<file path="src/rtl/pipe_pkg.sv">
// rtl/pipe_pkg.sv - shared pipeline constants, fetch-state enum and IF/ID record
package pipe_pkg;

    localparam logic [31:0] NOP_WORD = 32'h0000_0000;
    localparam logic [31:0] RESET_PC = 32'h0000_0000;

    typedef enum logic {
        FETCH = 1'b0,
        DONE  = 1'b1
    } fetch_state_t;

    typedef struct packed {
        logic [31:0] instr;
        logic [31:0] pc_plus4;
        logic        valid;
    } if_id_t;

    localparam int IF_ID_W = $bits(if_id_t);

    function automatic logic [31:0] word_align(input logic [31:0] addr);
        return {addr[31:2], 2'b00};
    endfunction

    function automatic if_id_t if_id_bubble(input logic [31:0] nop);
        if_id_t b;
        b.instr    = nop;
        b.pc_plus4 = 32'h0;
        b.valid    = 1'b0;
        return b;
    endfunction

endpackage

</file>
<file path="src/rtl/if_id_reg.sv">
// rtl/if_id_reg.sv - generic pipeline register with hold and flush controls
module if_id_reg #(
    parameter int              W           = 65,
    parameter logic [W-1:0]    CLEAR_VALUE = '0
) (
    input  logic          clk,
    input  logic          reset,
    input  logic          hold,
    input  logic          flush,
    input  logic [W-1:0]  d,
    output logic [W-1:0]  q
);

    // Flush beats hold so a redirect can kill a stalled instruction.
    always_ff @(posedge clk) begin
        if (!reset) begin
            q <= CLEAR_VALUE;
        end else if (flush) begin
            q <= CLEAR_VALUE;
        end else if (!hold) begin
            q <= d;
        end
    end

endmodule

</file>
<file path="src/rtl/if_fetch_stage.sv">
// rtl/if_fetch_stage.sv - MIPS instruction-fetch stage; IF_FETCH_PERF_CNT_EN adds fetch/stall counters
module if_fetch_stage #(
    parameter logic [31:0] RESET_PC   = pipe_pkg::RESET_PC,
    parameter int          IMEM_BYTES = 36,
    parameter logic [31:0] NOP_WORD   = pipe_pkg::NOP_WORD
) (
    input  logic        clk,
    input  logic        reset,
    input  logic        stall,
    input  logic        redirect_valid,
    input  logic [31:0] redirect_pc,
    input  logic [31:0] Instruction_Code,
    output logic [31:0] PC,
    output logic [31:0] if_id_instr,
    output logic [31:0] if_id_pc_plus4,
    output logic        if_id_valid,
`ifdef IF_FETCH_PERF_CNT_EN
    output logic [31:0] fetch_count,
    output logic [31:0] stall_count,
`endif
    output logic        fetch_done
);

    import pipe_pkg::*;

    localparam logic [31:0] LAST_PC = 32'(IMEM_BYTES - 4);

    fetch_state_t state;
    logic [31:0]  pc_plus4;
    logic [31:0]  redirect_target;
    logic         redirect_in_range;
    if_id_t       if_id_d;
    if_id_t       if_id_q;

    assign pc_plus4          = PC + 32'd4;
    assign redirect_target   = word_align(redirect_pc);
    assign redirect_in_range = (redirect_target <= LAST_PC);

    // PC and state: reset > redirect > stall > advance.
    always_ff @(posedge clk) begin
        if (!reset) begin
            PC         <= RESET_PC;
            state      <= FETCH;
            fetch_done <= 1'b0;
        end else if (redirect_valid) begin
            if (redirect_in_range) begin
                PC         <= redirect_target;
                state      <= FETCH;
                fetch_done <= 1'b0;
            end else begin
                state      <= DONE;
                fetch_done <= 1'b1;
            end
        end else if (!stall && state == FETCH) begin
            if (PC < LAST_PC) begin
                PC <= pc_plus4;
            end else begin
                state      <= DONE;
                fetch_done <= 1'b1;
            end
        end
    end

    always_comb begin
        if_id_d = if_id_bubble(NOP_WORD);
        if (state == FETCH) begin
            if_id_d.instr    = Instruction_Code;
            if_id_d.pc_plus4 = pc_plus4;
            if_id_d.valid    = 1'b1;
        end
    end

    if_id_reg #(
        .W           (IF_ID_W),
        .CLEAR_VALUE (if_id_bubble(NOP_WORD))
    ) u_if_id_reg (
        .clk   (clk),
        .reset (reset),
        .hold  (stall),
        .flush (redirect_valid),
        .d     (if_id_d),
        .q     (if_id_q)
    );

    assign if_id_instr    = if_id_q.instr;
    assign if_id_pc_plus4 = if_id_q.pc_plus4;
    assign if_id_valid    = if_id_q.valid;

`ifdef IF_FETCH_PERF_CNT_EN
    logic fetch_event;
    logic stall_event;

    assign fetch_event = !redirect_valid && !stall && (state == FETCH);
    assign stall_event = !redirect_valid &&  stall && (state == FETCH);

    always_ff @(posedge clk) begin
        if (!reset) begin
            fetch_count <= 32'h0;
            stall_count <= 32'h0;
        end else begin
            if (fetch_event && fetch_count != 32'hFFFF_FFFF) begin
                fetch_count <= fetch_count + 32'd1;
            end
            if (stall_event && stall_count != 32'hFFFF_FFFF) begin
                stall_count <= stall_count + 32'd1;
            end
        end
    end
`endif

endmodule
</file>
<file path="config.mk">
export PLATFORM = sky130hd
export DESIGN_NAME = if_fetch_stage
export DESIGN_NICKNAME = d
export VERILOG_FILES = /design/src/rtl/pipe_pkg.sv /design/src/rtl/if_id_reg.sv /design/src/rtl/if_fetch_stage.sv
export SDC_FILE = /design/constraint.sdc
export NUM_CORES = 1
export LEC_CHECK = 0
export ABC_AREA = 0
export BUFFER_PORTS_ARGS = -buffer_cell sky130_fd_sc_hd__buf_2
export CAP_MARGIN = 20
export CORE_ASPECT_RATIO = 1.25
export CORE_MARGIN = 2
export CORE_UTILIZATION = 42
export DETAILED_ROUTE_END_ITERATION = 7
export PLACE_DENSITY = 0.76
export SLEW_MARGIN = 10
export SYNTH_ARGS = -nofsm -noshare
export SYNTH_HDL_FRONTEND = slang
export SYNTH_SLANG_ARGS = --single-unit
export TNS_END_PERCENT = 20
</file>
<file path="constraint.sdc">
create_clock -name clk -period 1.61 [get_ports clk]
set_input_delay 0.322 -clock clk [delete_from_list [all_inputs] [get_ports clk]]
set_output_delay 0.322 -clock clk [all_outputs]
set_load 0.05 [all_outputs]
</file>
==> results of run 1 <==
-- synthesized netlist by cell type --
cell / n
o22ai_1: 2
and4_1: 4
nor3_1: 2
buf_6: 3
inv_1: 5
o21ai_1: 10
o21bai_1: 1
nor4_1: 12
a21oi_1: 4
buf_4: 3
buf_2: 5
o31ai_1: 1
buf_1: 2
nor4b_1: 1
and2_1: 28
o21ai_0: 17
a211oi_1: 1
nand3_1: 16
nand2_1: 42
o31a_1: 1
nor3_4: 2
dfxtp_1: 95
xnor2_1: 7
or4_1: 2
nor3b_2: 1
nor2_2: 1
xor2_1: 19
nand2b_1: 1
o211ai_1: 3
mux2i_1: 1
or2_2: 1
conb_1: 1
nand2_2: 1
o311a_1: 1
clkbuf_1: 10
a211o_1: 2
a22o_1: 36
nor2_1: 7
nand4_1: 15
nor3_2: 1
ha_1: 1
and3_1: 4
nor4_4: 1
-- area by class of cell --
type	instances	area share, %
flip-flops and latches	95	36.8
multi-input cells	254	34.0
clock inverters	3	0.347
repair buffers	211	22.8
well taps	120	2.78
clock buffers	13	2.94
inverters	5	0.347
-- cells by family after synthesis --
family	after synthesis	share of synthesized area, %
and+or+nand+nor	142	21.9
DFF	95	51.8
AOI/OAI and AO/OA	79	15.4
buffers and inverters	28	3.96
xor gates and xnor gates	26	6.21
adders and majority gates	1	0.341
other	1	0.102
muxes	1	0.273
-- metrics by stage --
stage / util (%) / worst slack [ns]
final: 62.8 / -0.00176
after global routing: 62.8 / -0.0980
after CTS: 62.0 / -0.00640
after detailed placement: 58.9 / -0.125
after global placement: 58.9 / -0.0971
after floorplan: - / -0.0312
-- worst max-delay path, cell delays in order (launching register included) --
cell and delay [ns]:
dfxtp_4 0.37, nor4_4 0.30, nand4_1 0.21, nor3_4 0.22, buf_6 0.15, nor3b_2 0.08
and2_1 0.18
-- power breakdown --
| part | switching [W] | internal (W) | total [W] |
|---|---|---|---|
| Combinational | 0.000307 | 0.000190 | 0.000497 |
| Clock | 0.000800 | 0.000646 | 0.00145 |
| Sequential | 0.0000259 | 0.00236 | 0.00238 |
| Total | 0.00113 | 0.00319 | 0.00433 |
-- layer usage --
| metal | vias to the layer above | share of wire [%] | GRT usage, % | routed length [um] |
|---|---|---|---|---|
| li1 | 1744 | - | - | - |
| met1 | 1706 | 41 | 27.1 | 4280 |
| met2 | 135 | 52 | 35.5 | 5400 |
| met3 | 21 | 4.8 | 4.12 | 498 |
| met4 | 0 | 2.1 | 8.90 | 221 |
| met5 | - | 0 | 0 | 0 |
-- how the worst max path moves through the flow --
stage / to / cells past startpoint
2_1_floorplan: PC[13] / 6
3_3_place_gp: PC[16] / 7
3_5_place_dp: PC[17] / 6
4_1_cts: PC[3] / 6
5_1_grt: PC[3] / 6
6_report: PC[10] / 6
-- what timing repair did --
| action | 4_1_cts | 5_1_grt |
|---|---|---|
| hold buffers | 0 | 0 |
| gates resized for setup | 11 | 11 |
| buffers inserted | 1 | 1 |
| endpoints found under the setup margin | 31 | 45 |
| cloned | 1 | 2 |
| pin swaps | 5 | 36 |
-- flip-flops by register name, indices dropped and copies added, names as in the netlist --
name           cells
u_if_id_reg.q     64
PC                30
state              1
==> key figures, run 1 <==
Worst setup path
  – Crit start category: flop
  – Crit Path Class: reg2reg
  – Worst-path maximum fanout: 6
  – Reg2Reg Depth: 6
  – R2R Path End: PC[10]
  – Crit path launch: PC[16]
  – Worst r2r src: PC[16]
  – Reg2Reg Setup Slack: -0.002 ns
  – Worst EP arrival: 1.88 ns
  – Critical Path RT: 1.88 ns
  – CP endpoint kind: flop

Pwr
  – Power Total: 0.00433 W
  – Leak: 2.54 nW
  – Power Density: 800 nW/um2
  – Max VDD drop: 0.562 mV

Flow run
  – MaxCap Viol Count: 0

Die
  – Chip Height: 108 um
  – I/O pin cnt: 166
  – Die area: 9500 um2
  – Core area: 8610 um2
  – Row count: 38
  – Die width: 87.6 um
  – Starting density of the core: 42.6%

Clock network
  – CTS Sinks: 95
  – Root buf cell: clkbuf_8
  – Clock latency on the worst-skew pair: 0.37 ns
  – Max Buffers Root-to-Sink: 2
  – H-tree Lvls: 3
  – Worst-path clk slew: 0.09 ns
  – Num CTS Buffers: 9
  – TritonCTS clock tree: yes

Placement
  – Cell Area, Placed: 5060 um2
  – Placed Instances: 680
  – GPL Wtd Cong: 0.871
  – DP Wirelength: 7450 um
  – IO buf count: 161

Timing
  – Final setup skew: 0.0150 ns
  – Period utilization: 100%
  – Max Clk Rate: 620 MHz
  – RSZ-0062 raised after global routing: yes
  – Final worst slack: -0.00176 ns
  – Setup tns final: -0.00176 ns
  – Final Hold Violating Endpoints: 0
  – Pins Over Slew Limit: 0
  – Final min period: 1.61 ns
  – WHS: 0.165 ns
  – Finish-stage setup viols: 1

Global route
  – Tot GR Track Use: 21.4%
  – Largest net degree at the start of global routing: 45
  – Antenna violations before repair: 0
  – First-pass GRT wire length: 15800 um
  – Vias in the first global route: 3259
  – Grt total ovfl: 0

Synth
  – Mapped Area: 3670 um2
  – Synth Warn #: 0
  – Count of state elements after synthesis: 95
  – Post-synth top area cell: dfxtp_1
  – Area contributors post-synth: dfxtp_1 52%, a22o_1 8.6%, and2_1 4.8%
  – Netlist cell types: 43
  – Mapped Cells: 373
  – Sequential fraction of the synthesis area: 51.8%
  – Top cell type's share of synthesized area: 51.8%
  – Mean Syn Cell Area: 9.84 um2

Drt
  – Drt pass-1 iters: 4
  – Drt first-iter violations: 104
  – Wire per inst: 14.8 um
  – # DRC: 0
  – Via count: 3606
  – Number of routed nets with antenna violations: 0
  – Avg Vias per Cell: 5.14
  – Final WL: 10400 um

Hold path
  – Worst hold start: Instruction_Code[13]
  – Hold Crit Class: in2reg
  – Hold Crit Endpoint: u_if_id_reg.q[46]
  – Hold path cells: 2

Cells and area
  – Multi-input logic area: 1840 um2
  – Commonest cells after routing, fill and taps aside: 161 x buf_2, 64 x dfxtp_1, 44 x buf_4, 42 x nand2_1, 36 x a22o_1
  – NumNets Final: 645
  – FILL cells: 724
  – Share of layout cells above drive strength 1: 49.1%
  – Leading cell type in the layout, fill and taps excluded: buf_2
  – Layout area overhead: 47.3%
  – Design area: 5400 um2
  – Ant. Diodes: 0
  – Layout Cells excl Fill: 701
  – Reg area: 1990 um2

Outcome
  – Run status: complete, but fails checks
  – Failing checks: negative setup slack
(Power assumes the default switching activity.)
==> inputs of run 2 (changes only) <==
- CELL_PAD_IN_SITES_DETAIL_PLACEMENT: not set -> 1
- CELL_PAD_IN_SITES_GLOBAL_PLACEMENT: not set -> 2
- CORE_UTILIZATION: 42 -> 24
- PLACE_DENSITY: 0.76 -> not set
- PLACE_DENSITY_LB_ADDON: not set -> 0.1
- clock period: 1.61 -> 1.4 ns (I/O delays scaled with it)
==> key figures, run 2 (synthesis gave the netlist of run 1 again) <==
Clock network
  – CTS Sinks: 95 (unchanged)
  – H-tree Lvls: 3 (unchanged)
  – # Post-CTS Setup Buffers: 0 (-1)
  – Root buf cell: clkbuf_16
  – TritonCTS clock tree: yes
  – Max Buffers Root-to-Sink: 2 (unchanged)
  – Clock latency on the worst-skew pair: 0.35 ns (-0.02 ns)
  – Num CTS Buffers: 9 (unchanged)
  – Worst-path clk slew: 0.07 ns (-0.02 ns)
  – Post-CTS Hold Buffers: 0 (unchanged)

Drt
  – Met3 wire length: 612 um (+23%)
  – Final WL: 12300 um (+19%)
  – Drt pass-1 iters: 4 (unchanged)
  – Wire per inst: 15.6 um (+5.1%)
  – # DRC: 0 (unchanged)
  – Highest routed layer: met4
  – Drt first-iter violations: 92 (-12%)
  – Number of routed nets with antenna violations: 0 (unchanged)
  – Via count: 3621 (+0.42%)
  – DR WL met2: 6480 um (+20%)
  – Avg Vias per Cell: 4.57 (-11%)
  – Met1 WL: 5070 um (+18%)

Cells and area
  – Share of layout cells above drive strength 1: 51.3% (+2.3 points)
  – NumNets Final: 674 (+4.5%)
  – FILL cells: 1751 (+140%)
  – Commonest cells after routing, fill and taps aside: 142 x buf_2, 74 x buf_4, 64 x dfxtp_1, 41 x nand2_1, 36 x a22o_1
  – Multi-input logic area: 1750 um2 (-4.6%)
  – Ant. Diodes: 0 (unchanged)
  – Max reg flops: 64 (unchanged)
  – Most flops, register: u_if_id_reg.q
  – Reg area: 2000 um2 (+0.25%)
  – Layout area overhead: 60.4%
  – Top flop regs: u_if_id_reg.q: 64 flops, PC: 30 flops, state: 1 flops
  – Leading cell type in the layout, fill and taps excluded: buf_2

Timing
  – RSZ-0062 raised after global routing: yes
  – Finish-stage setup viols: 48 (+47)
  – Final setup skew: 0.00614 ns (-0.00888 ns)
  – Pins Over Slew Limit: 0 (unchanged)
  – Final worst slack: -0.303 ns (-0.302 ns)
  – Max Clk Rate: 587 MHz (-5.4%)
  – Period utilization: 122% (+22 points)
  – WHS: 0.144 ns (-0.0212 ns)
  – Setup tns final: -10.53 ns (-10.53 ns)
  – Final Hold Violating Endpoints: 0 (unchanged)
  – Final min period: 1.70 ns (+0.0915 ns)

Die
  – Core area: 15000 um2 (+74%)
  – Row count: 50 (+32%)
  – Starting density of the core: 24.5% (-18 points)
  – I/O pin cnt: 166 (unchanged)
  – Chip Height: 142 um (+31%)
  – Die width: 115 um (+31%)
  – Die area: 16300 um2 (+71%)

Placement
  – DP Wirelength: 9590 um (+29%)
  – IO buf count: 161 (unchanged)
  – GPL Wtd Cong: 0.733 (-16%)

Worst setup path
  – Worst-path maximum fanout: 20 (+14)
  – Worst r2r src: PC[26]
  – Crit path launch: PC[26]
  – Cell breakdown of the critical path: nor4_1 -> nand3_1 -> nor3_4 -> nor3b_4 -> buf_12 -> and2_4
  – Critical Path RT: 1.64 ns (-0.24 ns)
  – Crit start category: flop
  – CP max-delay cell: nor4_1
  – Crit-path max cell delay: 0.35 ns (-0.02 ns)
  – Worst EP arrival: 1.94 ns (+0.06 ns)
  – Crit Path Class: reg2reg
  – CP endpoint kind: flop

Global route
  – Largest net degree at the start of global routing: 34 (-24%)
  – Antenna violations before repair: 0 (unchanged)
  – Grt total ovfl: 0 (unchanged)
  – Tot GR Track Use: 15.6% (-5.9 points)
  – First-pass GRT wire length: 19700 um (+25%)
  – Vias in the first global route: 3750 (+15%)

Outcome
  – Failing checks: negative setup slack
  – Run status: complete, but fails checks

Hold path
  – Hold Crit Class: in2reg
  – Worst hold start: Instruction_Code[10]

Flow run
  – MaxCap Viol Count: 0 (unchanged)

Pwr
  – Power Density: 1000 nW/um2 (+25%)
  – Max VDD drop: 0.698 mV (+24%)
  – Leak: 2.73 nW (+7.7%)
==> run 2: critical path, delay by kind of cell, from the launching register on <==
family	cells	cell delay [ns]
simple gates	5	1.11
flops	1	0.34
buf+inv	1	0.15
==> run 2: through the flow <==
step,instance area [um2],instances,setup WS (ns),power [W],util (%)
finish,5880,792,-0.303,0.00590,39.3
global route,5880,792,-0.434,0.00615,39.3
CTS,5830,792,-0.382,0.00601,39.0
detailed placement,5420,776,-0.343,0.00339,36.2
global placement,5420,776,-0.365,0.00338,36.2
floorplan,3840,374,-0.241,0.00312,-
==> run 2: layout make-up <==
cell class / count / share of cell area (%)
inverter: 5 / 0.319
timing repair buffer: 243 / 26.8
multi-input combinational: 251 / 29.8
clock buffer: 13 / 4.98
sequential: 95 / 33.9
tap: 182 / 3.87
clock inverter: 3 / 0.340
==> run 2: what timing repair did <==
| item | 4_1_cts | 5_1_grt |
|---|---|---|
| pin swaps | 12 | 7 |
| gates resized for setup | 33 | 18 |
| gates cloned | 0 | 0 |
| endpoints found under the setup margin | 63 | 68 |
==> run 2: worst paths after layout <==
path | to | slack [ns] | cells after the start
hold reg to reg | u_if_id_reg.q[16] | 0.44 | 2
hold / removal | u_if_id_reg.q[43] | 0.14 | 2
setup / recovery | PC[14] | -0.30 | 6
setup reg to reg | PC[14] | -0.30 | 6
==> run 2: routing by layer <==
layer	track usage, %	vias to the layer above
met2	28.0	99
met5	0	-
met4	5.58	0
met1	17.8	1707
li1	-	1802
met3	3.71	13
==> run 2: report_power, final <==
group	total [W]	switching, W	internal [W]	leakage, nW
Combinational	0.000599	0.000362	0.000236	1.79
Clock	0.00257	0.00109	0.00147	0.156
Sequential	0.00273	0.0000274	0.00271	0.790
Total	0.00590	0.00148	0.00442	2.73
==> inputs of run 3 (changes only) <==
- CORE_UTILIZATION: 24 -> 27
- clock period: 1.4 -> 1.8 ns (I/O delays scaled with it)
==> key figures, run 3 (synthesis gave the netlist of run 1 again) <==
Pwr
  – Max VDD drop: 0.360 mV (-48%)
  – Power Density: 855 nW/um2 (-15%)
  – Clock Power Share: 42.9% (-0.6 points)
  – Combinational share of power: 9.1% (-1.0 points)
  – Leak: 2.45 nW (-10%)
  – Switching Share: 24.8% (-0.37 points)
  – P_int: 0.00338 W (-23%)
  – Net Sw Power: 0.00111 W (-25%)
  – Sequential power share: 48.0% (+1.7 points)

Worst setup path
  – Worst-path maximum fanout: 6 (-70%)
  – CP endpoint kind: flop
  – Crit start category: flop
  – Critical Path RT: 2.08 ns (+0.44 ns)
  – Crit Path Class: reg2reg
  – Worst EP arrival: 1.95 ns (about the same)

Cells and area
  – Most flops, register: u_if_id_reg.q
  – Share of layout cells above drive strength 1: 43.8% (-7.5 points)
  – Ant. Diodes: 0 (unchanged)
  – Layout Cells excl Fill: 735 (-7.2%)
  – Layout area overhead: 43.4%
  – Max reg flops: 64 (unchanged)
  – NumNets Final: 628 (-6.8%)
  – Design area: 5260 um2 (-11%)
  – Top flop regs: u_if_id_reg.q: 64 flops, PC: 30 flops, state: 1 flops
  – Leading cell type in the layout, fill and taps excluded: buf_2
  – Commonest cells after routing, fill and taps aside: 161 x buf_2, 73 x dfxtp_1, 42 x nand2_1, 36 x a22o_1, 32 x buf_4

Timing
  – Pins Over Slew Limit: 0 (unchanged)
  – Final Hold Violating Endpoints: 0 (unchanged)
  – Period utilization: 92.8% (-29 points)
  – Finish-stage setup viols: 0 (-100%)
  – RSZ-0062 raised after global routing: no
  – Final setup skew: 0.00878 ns (+0.00264 ns)
  – Setup tns final: 0 ns (+10.53 ns)
  – Max Clk Rate: 599 MHz (+2.0%)
  – Final min period: 1.67 ns (-0.0332 ns)

Placement
  – GPL Wtd Cong: 0.726 (-0.87%)
  – Placed Instances: 717 (-7.6%)
  – Cell Area, Placed: 4920 um2 (-9.2%)
  – IO buf count: 161 (unchanged)
  – DP Wirelength: 8750 um (-8.8%)

Clock network
  – Root buf cell: clkbuf_16
  – Num CTS Buffers: 9 (unchanged)
  – H-tree Lvls: 3 (unchanged)
  – TritonCTS clock tree: yes
  – Max Buffers Root-to-Sink: 2 (unchanged)
  – CTS Sinks: 95 (unchanged)
  – Worst-path clk slew: 0.07 ns (about the same)
  – Clock latency on the worst-skew pair: 0.34 ns (about the same)

Global route
  – First-pass GRT wire length: 18400 um (-6.5%)
  – Grt total ovfl: 0 (unchanged)
  – Antenna violations before repair: 0 (unchanged)
  – Tot GR Track Use: 16.3% (+0.76 points)
  – Largest net degree at the start of global routing: 34 (unchanged)
  – Vias in the first global route: 3564 (-5.0%)

Die
  – Row count: 47 (-6.0%)
  – Starting density of the core: 27.7% (+3.2 points)
  – Core area: 13200 um2 (-12%)
  – Die width: 108 um (-5.5%)
  – I/O pin cnt: 166 (unchanged)
  – Chip Height: 134 um (-5.6%)
  – Die area: 14500 um2 (-11%)

Drt
  – Via count: 3462 (-4.4%)
  – Number of routed nets with antenna violations: 0 (unchanged)
  – Wire per inst: 15.9 um (+1.8%)
  – Drt first-iter violations: 65 (-29%)
  – Avg Vias per Cell: 4.71 (+3.0%)
  – Drt pass-1 iters: 4 (unchanged)
  – Final WL: 11700 um (-5.5%)
  – # DRC: 0 (unchanged)

Outcome
  – Run status: finished clean

Flow run
  – MaxCap Viol Count: 0 (unchanged)

Hold path
  – Hold Crit Class: in2reg
[run 3: changes by cell type in the layout (fill, tap and decap cells not counted), sizes merged]
cell      before  now
clkinvlp       0    1
buf          234  197
clkinv         2    1
clkbuf        22   13
[run 3: final timing paths]
kind | from | end | slack [ns] | cells past startpoint
min | Instruction_Code[10] | u_if_id_reg.q[43] | 0.23 | 2
min reg2reg | u_if_id_reg.q[0] | u_if_id_reg.q[0] | 0.44 | 2
max | PC[11] | u_if_id_reg.q[28] | 0.13 | 7
max reg2reg | PC[11] | u_if_id_reg.q[28] | 0.13 | 7
[run 3: power by group through the flow]
stage	Combinational [W]	Sequential [W]	Clock, W
floorplan	0.000129	0.00232	0
global placement	0.000409	0.00220	0
CTS	0.000416	0.00216	0.00199
finish	0.000408	0.00216	0.00193
detailed placement	0.000415	0.00220	0
global route	0.000441	0.00216	0.00209
[run 3: final cells by class]
class / count / area [um2]
clock buffers: 13 / 282
clock inverters: 3 / 22.5
fillers: 1588 / 7970
inverters: 5 / 18.8
multi-input cells: 251 / 1670
flip-flops and latches: 95 / 1940
well taps: 171 / 214
repair buffers: 197 / 1120
[run 3: worst max-delay path, cell delays in order (launching register included)]
cell	delay (ns)
dfxtp_2	0.34
buf_4	0.14
nand4_1	0.16
buf_4	0.19
nor2_4	0.10
nand2_2	0.10
or4_1	0.48
nand3_1	0.09
[run 3: what timing repair did]
item	in CTS	in global routing
buffers inserted	0	2
hold buffers	0	0
setup endpoints to repair	27	32
pin swaps	0	3
resized for setup	1	3
[run 3: metrics by stage]
step	hold WS (ns)	util (%)	total power (W)	worst slack [ns]
floorplan	0.493	-	0.00245	-0.00581
detailed placement	0.434	37.2	0.00262	-0.00293
finish	0.233	39.8	0.00450	0.130
global route	0.230	39.8	0.00469	0.00445
global placement	0.430	37.2	0.00261	-0.0124
CTS	0.222	39.5	0.00456	0.0215
[run 3: layer usage]
layer,track usage [%],wire (um)
met5,0,0
met4,6.41,229
met3,3.55,562
met2,28.2,5960
met1,19.6,4920
